--- src/rtl/hdshk_data_rx.sv ---
// Purpose : destination-domain receiver for a four-phase req/ack bundled-data
//           handshake. It synchronizes req_a, captures data_a and presents the
//           word to a local consumer over a valid/ready interface.
// Latency : req_a rise to dout_valid takes SYNC_STAGES+1 clk_b edges. ack_b
//           rises on the accept edge. req_a fall to ack_b low takes
//           SYNC_STAGES+1 edges.
// Backpressure: the word is held in VALID while dout_ready is low. ack_b, and
//           therefore the sender, waits until the consumer accepts the word.
//
// Ports:
//   clk_b       destination clock (the only clock)
//   rst_n       asynchronous active-low reset
//   req_a       request level from the sender domain (asynchronous)
//   data_a      bundled data, stable while req_a is high until ack_b is seen
//   ack_b       registered acknowledge level back to the sender
//   dout        captured data word (registered)
//   dout_valid  dout holds an unconsumed word
//   dout_ready  consumer accepts dout when dout_valid && dout_ready
//   busy        handshake in progress (state != IDLE)
//   proto_err   sticky: req_a dropped before ack_b rose
//
// SYNC_STAGES must be in the range 2..4.
module hdshk_data_rx #(
  parameter int WIDTH       = 8,
  parameter int SYNC_STAGES = 2
) (
  input  logic             clk_b,
  input  logic             rst_n,
  input  logic             req_a,
  input  logic [WIDTH-1:0] data_a,
  output logic             ack_b,
  output logic [WIDTH-1:0] dout,
  output logic             dout_valid,
  input  logic             dout_ready,
  output logic             busy,
  output logic             proto_err
);

  typedef enum logic [1:0] {
    IDLE  = 2'd0,
    VALID = 2'd1,
    ACK   = 2'd2
  } state_t;

  state_t                 state;
  state_t                 state_nxt;
  logic [SYNC_STAGES-1:0] sync;
  logic                   req_s;
  logic                   capture;
  logic                   err_set;

  // The synchronizer is a plain shift chain with no logic between stages.
  always_ff @(posedge clk_b or negedge rst_n) begin
    if (!rst_n) begin
      sync <= '0;
    end else begin
      sync <= {sync[SYNC_STAGES-2:0], req_a};
    end
  end

  assign req_s = sync[SYNC_STAGES-1];

  always_comb begin
    state_nxt = state;
    capture   = 1'b0;
    err_set   = 1'b0;
    case (state)
      IDLE: begin
        if (req_s) begin
          // data_a has been stable since before req_a rose, so sampling it
          // here without synchronization is safe.
          capture   = 1'b1;
          state_nxt = VALID;
        end
      end
      VALID: begin
        // If the sender drops req early, flag it but still deliver the word.
        if (!req_s) begin
          err_set = 1'b1;
        end
        if (dout_ready) begin
          state_nxt = ACK;
        end
      end
      ACK: begin
        if (!req_s) begin
          state_nxt = IDLE;
        end
      end
      default: state_nxt = IDLE;
    endcase
  end

  always_ff @(posedge clk_b or negedge rst_n) begin
    if (!rst_n) begin
      state <= IDLE;
    end else begin
      state <= state_nxt;
    end
  end

  // Registered outputs are loaded from the next state, so they change on the
  // same edge as the state transition.
  always_ff @(posedge clk_b or negedge rst_n) begin
    if (!rst_n) begin
      dout       <= '0;
      dout_valid <= 1'b0;
      ack_b      <= 1'b0;
      proto_err  <= 1'b0;
    end else begin
      if (capture) begin
        dout <= data_a;
      end
      dout_valid <= (state_nxt == VALID);
      ack_b      <= (state_nxt == ACK);
      if (err_set) begin
        proto_err <= 1'b1;
      end
    end
  end

  assign busy = (state != IDLE);

endmodule
--- config.mk ---
export PLATFORM = sky130hd
export DESIGN_NAME = hdshk_data_rx
export DESIGN_NICKNAME = d
export VERILOG_FILES = /design/src/rtl/hdshk_data_rx.sv
export SDC_FILE = /design/constraint.sdc
export NUM_CORES = 1
export LEC_CHECK = 0
export BUFFER_PORTS_ARGS = -buffer_cell sky130_fd_sc_hd__buf_2
export CORE_AREA = 3 3 40 42
export DETAILED_ROUTE_END_ITERATION = 8
export DIE_AREA = 0 0 43 45
export PLACE_DENSITY = 0.71
export SLEW_MARGIN = 20
export SYNTH_ARGS = -nofsm -noshare
export SYNTH_HDL_FRONTEND = slang
export SYNTH_SLANG_ARGS = --single-unit
export TNS_END_PERCENT = 5
--- constraint.sdc ---
create_clock -name clk_b -period 2.2 [get_ports clk_b]
set_clock_uncertainty 0.2 [all_clocks]
set_input_delay 0.11 -clock clk_b [delete_from_list [all_inputs] [get_ports clk_b]]
set_output_delay 0.11 -clock clk_b [all_outputs]
set_load 0.05 [all_outputs]
==> impl_metrics.yaml <==
final_layout:
  final_nets: 85
  fillers: 102
  drive_gt1_frac: 0.5000
  antennaDiodeCount: 0
  areaGrowthSynthToFinish_pct: 46.50
grt:
  grt_max_degree: 16
  grt_use_met1: 0.1517
  grt-busiest-layer: "met2"
  grt-ovfl-total: 0
  grt.met2_usage: 0.1766
  antenna_found_initial: 0
  grtUsageMet3: 0.02390
  grt_pass1_vias: 396
  grt_pass1_wl_um: 1642
  grt_usage: 0.1183
timing:
  final_hold_viol_count: 0
  fin_crit_sh: 0.7280
  setup_slack_ns: 0.5984
  worst_slew_pin_slew_ns: 0.4110
  report.final.slew_viol_count: 0
  setup_viol: 0
  rsz0062_at_grt: "false"
  max_freq_mhz: 624.4
  final.setup.tns_ns: 0
  min_period_ns: 1.602
  max_slew_margin: 0.7257
synthesis:
  synthesis.nets: 48
  async_flop_share: 1.000
  synth_seq_cells: 15
  yosys.area.top_type: "dfrtp_1"
  synth_top_area_frac: 0.6772
  ys_warn_count: 0
  ys_top_cells_by_area: "dfrtp_1 (68%), mux2_2 (16%), nor3b_4 (3.4%)"
  synth.most_common_cell: "dfrtp_1"
  synth_flop_cell: "dfrtp_1"
  seq_area_frac_synth: 0.6772
  synth_top_family_by_area: "multiplexers"
  synthMuxAreaShare: 0.1625
  syn_avg_cell_area_um2: 15.40
  synth-edff-count: 0
  synth-compound-area-share: 0.05869
  syn_area_um2: 554.3
  yosys-top-cells-count: "dfrtp_1 (15), mux2_2 (8), a211oi_1 (2), nor2_1 (2), o21ai_0 (2)"
  ys_types: 12
  synth_xor_area_frac: 0
  syn_inst: 36
  yosys.area_share.simple: 0.07901
  yosys.area_share.adder: 0
die:
  core_area_um2: 1285
  fp.dieH_um: 45
  initial_core_util: 0.4314
  die_x_um: 43
  rows: 13
  io_pins: 24
  die_area_um2: 1935
power:
  switching_power_uw: 637.4
  p_per_area_nw_per_um2: 1593
  internal_power_uw: 656.5
  pwr-share-clk: 0.116
  p_seq_frac: 0.357
  power.leakage_uw: 0.0003812
  vdd_ir_drop_max_uv: 771.1
  p_sw_frac: 0.4926
  power.combinational.fraction: 0.527
  power_uw: 1294
route:
  drtAntennaViolNets: 0
  firstDrtPassIters: 1
  drt_iter0_markers: 0
  wirelength_um: 976
  vias_per_cell: 4.598
  num_vias: 400
  remaining_drc_errors: 0
  post_drt_wl_per_cell_um: 11.22
worst_setup_path:
  cp_max_fo: 8
  crit_type: "register to register"
  crit_path_end: "dout[1]"
  critPathLaunchType: "register"
  r2r_setup_slack_ns: 0.60
  critPathArrivalTime_ns: 1.56
  r2r-start: "state[1]"
  startpoint: "state[1]"
  r2r_end: "dout[1]"
  reg2regPathDepth: 2
  critPathRequiredTime_ns: 2.16
  critPathCaptureType: "register"
placement:
  place_ws_ns: 0.5992
  hpwl_um: 642.1
  io_buffers: 23
  routabilityCongestion: 0.7101
clock_tree:
  clock-root-buffer: "clkbuf_4"
  clkLatencyLatePin_ns: 0.27
  numClockSinks: 15
  cts-resized-gates: 0
  path_clk_slew_ns: 0.09
  cts_tree: "yes"
  cts_buffers: 3
  htree_levels: 1
  hold_buffers: 11
  cts_setup_buffers: 0
  clock_path_buffers: 2
job:
  cap_violations: 0
hold_path:
  min_path_type: "input port to asynchronous set/reset pin"
status:
  status: "completed"
-- cell usage in the layout, fill, tap and decap left out, types with 2 or more instances in the layout --
cell type / instances
dlygate4sd3_1: 11
mux2_2: 8
clkbuf_4: 3
nor2_1: 2
o21ai_0: 2
a211oi_1: 2
dfrtp_1: 15
buf_2: 23
-- kinds of logic after synthesis --
group / count (synthesis)
DFF: 15
muxes: 8
and+or+nand+nor: 6
AOI/OAI and AO/OA: 5
buffers and inverters: 2
-- worst min-delay path by stage --
stage,startpoint,end,slack (ns),cells after the start
detailed placement,rst_n,dout[2],-0.17,1
finish,rst_n,dout[2],0.06,2
CTS,rst_n,dout[2],0.06,2
global placement,rst_n,dout[6],-0.18,1
global route,rst_n,state[0],0.08,2
floorplan,rst_n,ack_b,-0.39,0
-- cell type report --
cell class | instances | area (µm²) | share of cell area
Clock buffer | 4 | 26.28 | 0.03236
Multi-Input combinational cell | 19 | 166.4 | 0.2049
Sequential cell | 15 | 375.4 | 0.4622
Tap cell | 15 | 18.77 | 0.02311
Timing Repair Buffer | 34 | 225.2 | 0.2773
-- metrics by stage --
stage	utilization	hold WS (ns)	cells	area [µm²]
finish	0.6319	0.05809	87	812.0
floorplan	-	-0.3856	36	554.3
global placement	0.5258	-0.1768	72	675.6
CTS	0.6319	0.06335	87	812.0
detailed placement	0.5258	-0.1732	72	675.6
global route	0.6319	0.07697	87	812.0
-- critical path, cell delays in order (launching register included) --
cell and delay, ns:
dfrtp_1 0.47, nor3b_4 0.43, mux2_2 0.38
-- power groups by stage --
stage	combinational [µW]	sequential, µW	clock [µW]
4_1_cts	686	462	155
2_1_floorplan	243	768	0
3_5_place_dp	670	468	0
3_3_place_gp	667	467	0
6_report	682	462	150
5_1_grt	714	484	171
-- registers in the layout, indices dropped and copies added (netlist names) --
register    flops
state           2
sync            2
proto_err       1
ack_b           1
dout_valid      1
dout            8
-- metal layers --
layer,vias to the layer above,wire length (µm)
met3,2,89
li1,199,-
met5,-,0
met4,0,17
met1,182,410
met2,17,459
Power figures use the tool's default switching activity.
